`src/rtl/mult8u_seq_pkg.sv`:
```
// Shared types and helpers for the 8x8 sequential multiplier controller.
package mult8u_seq_pkg;

    typedef enum logic [1:0] {
        StIdle,
        StEval0,
        StEval1,
        StDone
    } state_e;

    typedef logic [1:0] pidx_t;

    localparam pidx_t LastPidx = 2'd3;

    // Partial index bit that picks the high nibble of each operand.
    localparam int unsigned SelBHiBit = 0;
    localparam int unsigned SelAHiBit = 1;

    localparam logic [3:0] ShiftK0 = 4'd0;
    localparam logic [3:0] ShiftK1 = 4'd4;
    localparam logic [3:0] ShiftK2 = 4'd4;
    localparam logic [3:0] ShiftK3 = 4'd8;

    function automatic logic [3:0] pp_shift(input pidx_t k);
        logic [3:0] sh;
        case (k)
            2'd0:    sh = ShiftK0;
            2'd1:    sh = ShiftK1;
            2'd2:    sh = ShiftK2;
            default: sh = ShiftK3;
        endcase
        return sh;
    endfunction

    function automatic logic [3:0] nib(input logic [7:0] v, input logic hi);
        return hi ? v[7:4] : v[3:0];
    endfunction

    function automatic logic [15:0] pp_align(input logic [7:0] p, input pidx_t k);
        return {8'h00, p} << pp_shift(k);
    endfunction

endpackage

```
`src/rtl/mult8u_seq_ctrl.sv`:
```
// Sequencing controller: 8x8 unsigned product built from four 4x4 partials on an external core,
// with optional swapped-operand recheck, bounded retry and a sticky error flag.
module mult8u_seq_ctrl
    import mult8u_seq_pkg::*;
#(
    parameter int unsigned MAX_RETRY = 2,
    parameter bit          DUAL_EVAL = 1'b1
) (
    input  logic        clk,
    input  logic        rst_n,
    input  logic        in_valid,
    output logic        in_ready,
    input  logic [7:0]  in_a,
    input  logic [7:0]  in_b,
    output logic        out_valid,
    input  logic        out_ready,
    output logic [15:0] out_p,
    output logic        out_err,
    output logic [3:0]  core_a,
    output logic [3:0]  core_b,
    input  logic [7:0]  core_p,
    output logic        busy,
    output logic [7:0]  fault_cnt
);

    localparam logic [2:0] MaxRetry = 3'(MAX_RETRY);

    state_e      state_q, state_d;
    logic [7:0]  a_q, a_d;
    logic [7:0]  b_q, b_d;
    pidx_t       k_q, k_d;
    logic [2:0]  retry_q, retry_d;
    logic        err_q, err_d;
    logic [15:0] acc_q, acc_d;
    logic [7:0]  p0_q, p0_d;
    logic [3:0]  core_a_q, core_a_d;
    logic [3:0]  core_b_q, core_b_d;
    logic [7:0]  fault_cnt_q, fault_cnt_d;
    logic        advance;
    logic [3:0]  opx, opy;

    always_comb begin
        state_d     = state_q;
        a_d         = a_q;
        b_d         = b_q;
        k_d         = k_q;
        retry_d     = retry_q;
        err_d       = err_q;
        acc_d       = acc_q;
        p0_d        = p0_q;
        fault_cnt_d = fault_cnt_q;
        advance     = 1'b0;

        unique case (state_q)
            StIdle: begin
                if (in_valid) begin
                    a_d     = in_a;
                    b_d     = in_b;
                    acc_d   = '0;
                    k_d     = '0;
                    retry_d = '0;
                    err_d   = 1'b0;
                    state_d = StEval0;
                end
            end
            StEval0: begin
                p0_d = core_p;
                if (DUAL_EVAL) begin
                    state_d = StEval1;
                end else begin
                    acc_d   = acc_q + pp_align(core_p, k_q);
                    advance = 1'b1;
                end
            end
            StEval1: begin
                if (core_p == p0_q) begin
                    acc_d   = acc_q + pp_align(p0_q, k_q);
                    retry_d = '0;
                    advance = 1'b1;
                end else begin
                    fault_cnt_d = (fault_cnt_q == 8'hFF) ? fault_cnt_q : fault_cnt_q + 8'd1;
                    if (retry_q < MaxRetry) begin
                        retry_d = retry_q + 3'd1;
                        state_d = StEval0;
                    end else begin
                        // Retries exhausted: keep the first-order result, flag it unverified.
                        err_d   = 1'b1;
                        acc_d   = acc_q + pp_align(p0_q, k_q);
                        retry_d = '0;
                        advance = 1'b1;
                    end
                end
            end
            StDone: begin
                if (out_ready) begin
                    state_d = StIdle;
                end
            end
            default: state_d = StIdle;
        endcase

        if (advance) begin
            if (k_q != LastPidx) begin
                k_d     = k_q + 2'd1;
                state_d = StEval0;
            end else begin
                state_d = StDone;
            end
        end
    end

    // Operands are loaded on state entry so the core sees them for the whole evaluation cycle.
    always_comb begin
        opx      = nib(a_d, k_d[SelAHiBit]);
        opy      = nib(b_d, k_d[SelBHiBit]);
        core_a_d = '0;
        core_b_d = '0;
        case (state_d)
            StEval0: begin
                core_a_d = opx;
                core_b_d = opy;
            end
            StEval1: begin
                core_a_d = opy;
                core_b_d = opx;
            end
            default: begin
                core_a_d = '0;
                core_b_d = '0;
            end
        endcase
    end

    always_ff @(posedge clk or negedge rst_n) begin
        if (!rst_n) begin
            state_q     <= StIdle;
            a_q         <= '0;
            b_q         <= '0;
            k_q         <= '0;
            retry_q     <= '0;
            err_q       <= 1'b0;
            acc_q       <= '0;
            p0_q        <= '0;
            core_a_q    <= '0;
            core_b_q    <= '0;
            fault_cnt_q <= '0;
        end else begin
            state_q     <= state_d;
            a_q         <= a_d;
            b_q         <= b_d;
            k_q         <= k_d;
            retry_q     <= retry_d;
            err_q       <= err_d;
            acc_q       <= acc_d;
            p0_q        <= p0_d;
            core_a_q    <= core_a_d;
            core_b_q    <= core_b_d;
            fault_cnt_q <= fault_cnt_d;
        end
    end

    assign in_ready  = (state_q == StIdle);
    assign busy      = (state_q != StIdle);
    assign out_valid = (state_q == StDone);
    assign out_p     = out_valid ? acc_q : 16'h0000;
    assign out_err   = out_valid & err_q;
    assign core_a    = core_a_q;
    assign core_b    = core_b_q;
    assign fault_cnt = fault_cnt_q;

endmodule
```
`config.mk`:
```
export PLATFORM = sky130hd
export DESIGN_NAME = mult8u_seq_ctrl
export DESIGN_NICKNAME = d
export VERILOG_FILES = /design/src/rtl/mult8u_seq_pkg.sv /design/src/rtl/mult8u_seq_ctrl.sv
export SDC_FILE = /design/constraint.sdc
export NUM_CORES = 1
export LEC_CHECK = 0
export BUFFER_PORTS_ARGS = -buffer_cell sky130_fd_sc_hd__buf_2
export CAP_MARGIN = 30
export CORE_MARGIN = 2
export CORE_UTILIZATION = 55
export CTS_CLUSTER_DIAMETER = 200
export DETAILED_ROUTE_END_ITERATION = 6
export GPL_TIMING_DRIVEN = 1
export PLACE_DENSITY = 0.76
export SLEW_MARGIN = 20
export SYNTH_ARGS = -nofsm -noshare
export SYNTH_HDL_FRONTEND = slang
export SYNTH_SLANG_ARGS = --single-unit
```
`constraint.sdc`:
```
create_clock -name clk -period 4.22 [get_ports clk]
set_clock_uncertainty 0.05 [all_clocks]
set_input_delay 0.844 -clock clk [delete_from_list [all_inputs] [get_ports clk]]
set_output_delay 0.844 -clock clk [all_outputs]
set_load 0.05 [all_outputs]
```
==> results.py, run 1 <==
metrics = {
    "outcome": {
        "outcome": "completed",
    },
    "worst_setup_path": {
        "reg2reg_from": "k_q[0]",
        "crit_start": "k_q[0]",
        "startpoint_type": "flop",
        "end_kind": "flop",
        "r2r_cells": 13,
        "r2r-end": "acc_q[12]",
        "crit_type": "flop to flop",
        "cp_max_fo": 11,
        "cp_data_required_time_ns": 4.41,
        "r2r_setup_slack_ns": 0.64,
        "crit_arrival_ns": 3.76,
    },
    "sta": {
        "slew_viol_final": 0,
        "hold_violations": 0,
        "period_share_pct": 84.8,
        "rsz0062_at_grt": "no",
        "finalWorstSetupSlack_ns": 0.642,
        "tns_ns": 0,
        "max_freq_mhz": 279,
        "setup_viol": 0,
        "min_period_ns": 3.58,
        "worst_slew_pin_slew_ns": 0.937,
        "whs_ns": 0.324,
        "relSlewSlack_pct": 37.5,
    },
    "floorplanning": {
        "io_pins": 64,
        "core_area_um2": 7250,
        "start_util_pct": 56.7,
        "die_height_um": 90.5,
        "die_w_um": 90.5,
        "rows": 31,
        "dieArea_um2": 8180,
    },
    "placement": {
        "dpl_cell_area_um2": 4490,
        "place_inst": 581,
        "dp_hpwl_um": 7100,
        "gp_congestion": 0.971,
        "dp_slack_ns": 0.682,
        "io_buffer_count": 63,
    },
    "route": {
        "detail-route-antenna-nets": 0,
        "dr.pass1.iters": 5,
        "drt_iter0_drc": 163,
        "num_vias": 3486,
        "routed_wl_um": 9680,
        "post_drt_wl_per_cell_um": 16.2,
        "drc": 0,
        "viasPerCell": 5.84,
    },
    "global_route": {
        "grt_pass1_vias": 3390,
        "use_met2_pct": 42.0,
        "grt.busiest_layer": "met2",
        "grt_use_met3_pct": 3.42,
        "antenna_found_initial": 0,
        "grt-ovfl-total": 0,
        "grt_use_met1_pct": 30.7,
        "grt_pass1_wl_um": 16100,
        "grt_use_total_pct": 24.6,
        "grt_max_degree": 34,
    },
    "cells_and_area": {
        "num-fill-cells": 609,
        "layout.nets": 542,
        "post-route-util_pct": 65.1,
        "design_area_um2": 4720,
        "antenna_cells": 0,
        "syn_to_final_growth_pct": 14.8,
        "fin_cells": 597,
        "drive_gt1_share_pct": 22.3,
    },
    "power_and_ir_drop": {
        "power_mw": 4.25,
        "vdd_ir_drop_max_v": 0.000448,
        "p_leak_nw": 2.32,
        "power_density_nw_per_um2": 901,
    },
    "clock_tree": {
        "clkLatencyLatePin_ns": 0.35,
        "cts.clk_slew.worst_paths_ns": 0.08,
        "cts_sinks": 64,
        "post_cts_buffers": 0,
        "cts-buffers-inserted": 9,
        "cts_tree": "done",
        "cts.path.max_buffers": 2,
        "ctsHoldBuffers": 0,
        "cts_root_buf": "clkbuf_8",
        "cts-resized-gates": 0,
        "cts_max_level": 3,
    },
    "logic_synthesis": {
        "synthCells": 433,
        "synth.yosys.seq_area_share_pct": 39.0,
        "synthTopCellsByArea": "dfrtp_1 39%, ha_1 6.1%, mux2i_1 4.9%",
        "synth_fp_nets": 482,
        "ys_ff_latch": 64,
        "synthTopCellsByCount": "64 x dfrtp_1, 39 x nand2_1, 33 x nor2_1, 24 x and3_1",
        "yosysMostFrequentCell": "dfrtp_1",
        "synthArstFlopShare_pct": 100,
        "synth_simple_gate_area_share_pct": 21.0,
        "synth_edf_count": 0,
        "synth_ff_type": "dfrtp_1",
        "synth_top_cell_by_area": "dfrtp_1",
        "synthMuxAreaShare_pct": 9.25,
        "yosysWarnings": 0,
        "synth_top_area_share_pct": 39.0,
        "netlist_area_um2": 4110,
        "synth_area_per_cell_um2": 9.50,
        "synthAdderAreaFrac_pct": 6.57,
        "synth_xor_area_share_pct": 5.11,
        "synth_compound_area_share_pct": 14.4,
        "synth_top_family_by_area": "simple AND/OR/NAND/NOR gates",
        "synth_cell_types": 56,
    },
    "flow_run": {
        "cap_violations": 0,
    },
    "hold_path": {
        "hp-class": "primary input to asynchronous set/reset pin",
    },
}
==> cells by family (layout without fill, tap and decap cells) <==
kind of cell               after synthesis  in the layout
adders and majority gates               21             21
AOI/OAI and AO/OA                       85             85
xor gates and xnor gates                24             24
DFF                                     64             64
muxes                                   36             36
buffers and inverters                   40            105
and+or+nand+nor                        163            163
==> state kept, by name (all words and copies together) (netlist names) <==
signal,cells
k_q,2
b_q,8
acc_q,16
core_a,4
a_q,8
core_b,4
fault_cnt,8
err_q,1
retry_q,3
p0_q,8
state_q,2
==> cell type report <==
class / instances / area (um2) / share of cell area (%)
multi-input cells: 329 / 2320 / 49.2
flip-flops and latches: 64 / 1600 / 33.9
repair buffers: 68 / 365 / 7.74
clock buffers: 10 / 138 / 2.92
well taps: 99 / 124 / 2.62
clock inverters: 6 / 90.1 / 1.91
inverters: 21 / 78.8 / 1.67
==> critical path, stage by stage, from the launching register on <==
cell and delay (ns):
dfrtp_1 0.36, buf_4 0.18, ha_1 0.43, nor2_1 0.20
and2_1 0.15, ha_1 0.18, inv_1 0.06, fa_1 0.37
and2b_1 0.23, o211ai_1 0.11, a31oi_1 0.36, o21ai_0 0.23
o2111a_1 0.27, a211o_1 0.26
==> layout by cell type (no fill, tap or decap), types with 17 or more instances in the layout <==
master,synthesis,layout
a21oi_1,17,17
and3_1,24,24
buf_2,4,63
dfrtp_1,64,64
ha_1,20,20
inv_1,20,20
mux2i_1,20,20
nand2_1,39,39
nor2_1,33,33
xnor2_1,17,17
==> where the power goes <==
| part | internal (mW) | switching (mW) | leakage [nW] | total, mW |
|---|---|---|---|---|
| Sequential | 0.880 | 0.259 | 0.794 | 1.14 |
| Combinational | 0.942 | 1.56 | 1.41 | 2.50 |
| Clock | 0.351 | 0.259 | 0.113 | 0.610 |
==> worst max path at each step <==
stage | end
floorplan | acc_q[12]
global placement | core_b[0]
detailed placement | acc_q[12]
CTS | acc_q[12]
global route | acc_q[12]
finish | acc_q[12]
==> per-layer routing <==
layer / share of wire, % / up-vias
met5: 0 / -
met4: 2.5 / 0
met3: 3.4 / 24
met2: 50 / 104
met1: 44 / 1692
li1: - / 1666
No activity file was read; power rests on OpenSTA's default activity.
==> run 2: changes to the inputs <==
- ABC_AREA: not set -> 1
- clock period: 4.22 -> 3.3 ns (I/O delays scaled with it)
==> run 2 against run 1 <==
  * Non-clock buffer count stayed put
  * Sequential power increased by 13%
  * Hold slack got worse by 0.061 ns
  * Global-route usage is 0.083 points higher
  * Clock power rose by 21%
  * Critical path depth grew 4
  * Highest routed layer unchanged
  * Combinational power up 8.0%
==> results.py, run 2 <==
metrics = {
    "worst_setup_path": {
        "cp_max_fo": 13,
        "crit_arrival_ns": 3.09,
        "cp_top_family": "adder cells",
        "worstSetupEndpoint": "acc_q[12]",
        "crit_type": "flop to flop",
        "worst_path_largest_cell_delay_ns": 0.41,
        "startpoint_type": "flop",
        "r2r_cells": 17,
        "r2r-end": "acc_q[12]",
        "reg2reg_from": "k_q[0]",
        "cp_data_required_time_ns": 3.49,
        "crit_start": "k_q[0]",
        "path_cells": "ha_2 -> nor2_2 -> inv_1 -> nor2_1 -> ha_1 -> inv_1 -> fa_1 -> inv_1 -> nand3_1 -> nand2_1 -> nand3_1 -> nand3_1 -> nand2_1 -> o21ai_1 -> a21oi_1 -> o21ai_0 -> nand2_1",
        "cp_num_cells": 17,
        "crit_buf_inv": 3,
        "end_kind": "flop",
        "r2r_setup_slack_ns": 0.39,
        "critPathSlowestCell": "dfrtp_1",
    },
    "floorplanning": {
        "die_height_um": 88.9,
        "rows": 30,
        "dieArea_um2": 7910,
        "io_pins": 64,
        "core_area_um2": 6870,
        "die_w_um": 88.9,
        "start_util_pct": 57.7,
    },
    "sta": {
        "tns_ns": 0,
        "period_share_pct": 88.0,
        "max_freq_mhz": 344,
        "hold_violations": 0,
        "worst_slew_pin_slew_ns": 0.708,
        "finalWorstSetupSlack_ns": 0.395,
        "rsz0062_at_grt": "no",
        "slew_viol_final": 0,
        "setup_viol": 0,
        "min_period_ns": 2.91,
        "relSlewSlack_pct": 52.7,
    },
    "logic_synthesis": {
        "synth_ff_type": "dfrtp_1",
        "synth.yosys.seq_area_share_pct": 40.4,
        "ys_ff_latch": 64,
        "synthArstFlopShare_pct": 100,
        "synthTopCellsByArea": "dfrtp_1 40%, nand2_1 7.9%, inv_1 7.0%",
        "synth_fp_nets": 563,
        "yosysWarnings": 0,
        "yosysMostFrequentCell": "nand2_1",
        "synth_edf_count": 0,
        "netlist_area_um2": 3970,
        "synthTopCellsByCount": "84 x nand2_1, 74 x inv_1, 64 x dfrtp_1, 50 x nor2_1, 46 x nand3_1",
        "synth_area_per_cell_um2": 7.72,
        "synthCells": 514,
        "synth_top_area_share_pct": 40.4,
        "synth_top_cell_by_area": "dfrtp_1",
        "synth_cell_types": 41,
    },
    "placement": {
        "dp_hpwl_um": 6890,
        "dp_slack_ns": 0.213,
        "place_inst": 665,
        "gp_congestion": 0.924,
        "io_buffer_count": 63,
    },
    "cells_and_area": {
        "most-common-layout-cells": "84 x nand2_1, 74 x inv_1, 64 x dfrtp_1, 63 x buf_2, 49 x nor2_1",
        "largest_reg_flops": 16,
        "syn_to_final_growth_pct": 15.6,
        "top_register": "acc_q",
        "antenna_cells": 0,
        "drive_gt1_share_pct": 21.4,
        "final_common_cell": "nand2_1",
        "fin_cells": 680,
        "layout.nets": 629,
    },
    "global_route": {
        "grt_pass1_vias": 3207,
        "grt-ovfl-total": 0,
        "grt_max_degree": 37,
        "antenna_found_initial": 0,
        "grt_use_total_pct": 24.7,
        "grt_pass1_wl_um": 15000,
    },
    "clock_tree": {
        "cts-resized-gates": 0,
        "clkLatencyLatePin_ns": 0.36,
        "cts.clk_slew.worst_paths_ns": 0.08,
        "cts_sinks": 64,
        "cts_root_buf": "clkbuf_8",
        "post_cts_buffers": 0,
        "cts.path.max_buffers": 2,
        "cts_max_level": 3,
        "cts-buffers-inserted": 9,
        "cts_tree": "done",
        "ctsHoldBuffers": 0,
    },
    "hold_path": {
        "hp-class": "primary input to asynchronous set/reset pin",
    },
    "flow_run": {
        "cap_violations": 0,
    },
    "route": {
        "drc": 0,
        "drt_iter0_drc": 232,
        "routed_wl_um": 9150,
        "post_drt_wl_per_cell_um": 13.5,
        "viasPerCell": 5.10,
        "dr.pass1.iters": 5,
        "num_vias": 3470,
        "detail-route-antenna-nets": 0,
    },
    "outcome": {
        "outcome": "completed",
    },
    "power_and_ir_drop": {
        "vdd_ir_drop_max_v": 0.000638,
        "p_leak_nw": 2.42,
        "power_density_nw_per_um2": 1030,
        "power_mw": 4.72,
    },
}
## run 2: cell type report
class	instances	area, um2
Fill cell	641	2290
Multi-Input combinational cell	353	1990
Sequential cell	64	1600
Clock inverter	6	83.8
Clock buffer	9	124
Tap cell	96	120
Timing Repair Buffer	68	353
Inverter	84	315
## run 2: cell families (layout without fill, tap and decap cells)
| kind of cell | after synthesis | after routing | share of synthesized area (%) |
|---|---|---|---|
| AO/OA/AOI/OAI | 99 | 99 | 14.3 |
| flip-flops | 64 | 64 | 40.4 |
| buffers and inverters | 97 | 167 | 9.68 |
| AND/OR/NAND/NOR | 218 | 218 | 25.6 |
| XOR/XNOR | 15 | 15 | 3.31 |
| adder cells (fa/ha/maj) | 21 | 21 | 6.81 |
## run 2: power breakdown
part	internal, mW	switching [mW]	leakage [nW]	total [mW]
logic	0.863	1.84	1.50	2.70
clock network	0.420	0.321	0.109	0.741
registers	1.09	0.191	0.806	1.29
## run 2: how the worst min path moves through the flow
stage	startpoint	to	slack [ns]	depth (start not counted)
finish	rst_n	acc_q[12]	0.26	2
global placement	acc_q[15]	acc_q[15]	0.43	2
global route	rst_n	k_q[0]	0.31	2
CTS	rst_n	acc_q[12]	0.28	2
detailed placement	acc_q[15]	acc_q[15]	0.44	2
floorplan	rst_n	a_q[0]	0.31	0
## run 2: through the flow
step           utilization, %  area (um2)  hold WS (ns)
3_3_place_gp             63.6        4370         0.428
4_1_cts                  66.6        4580         0.283
2_1_floorplan               -        3970         0.314
5_1_grt                  66.7        4580         0.314
3_5_place_dp             63.6        4370         0.438
6_report                 66.7        4580         0.264
## run 2: per-layer routing
layer,GRT usage (%),wire length (um),up-vias
met4,9.78,139,0
li1,-,-,1797
met3,4.06,487,13
met1,35.5,4390,1573
met5,0,0,-
met2,37.3,4140,87
## run 2: worst reg2reg max path, stage by stage (launching register included)
cell and delay, ns:
dfrtp_1 0.41, ha_2 0.38, nor2_2 0.14, inv_1 0.13, nor2_1 0.13, ha_1 0.17
inv_1 0.05, fa_1 0.35, inv_1 0.09, nand3_1 0.07, nand2_1 0.11, nand3_1 0.13
nand3_1 0.10, nand2_1 0.08, o21ai_1 0.17, a21oi_1 0.08, o21ai_0 0.09, nand2_1 0.08
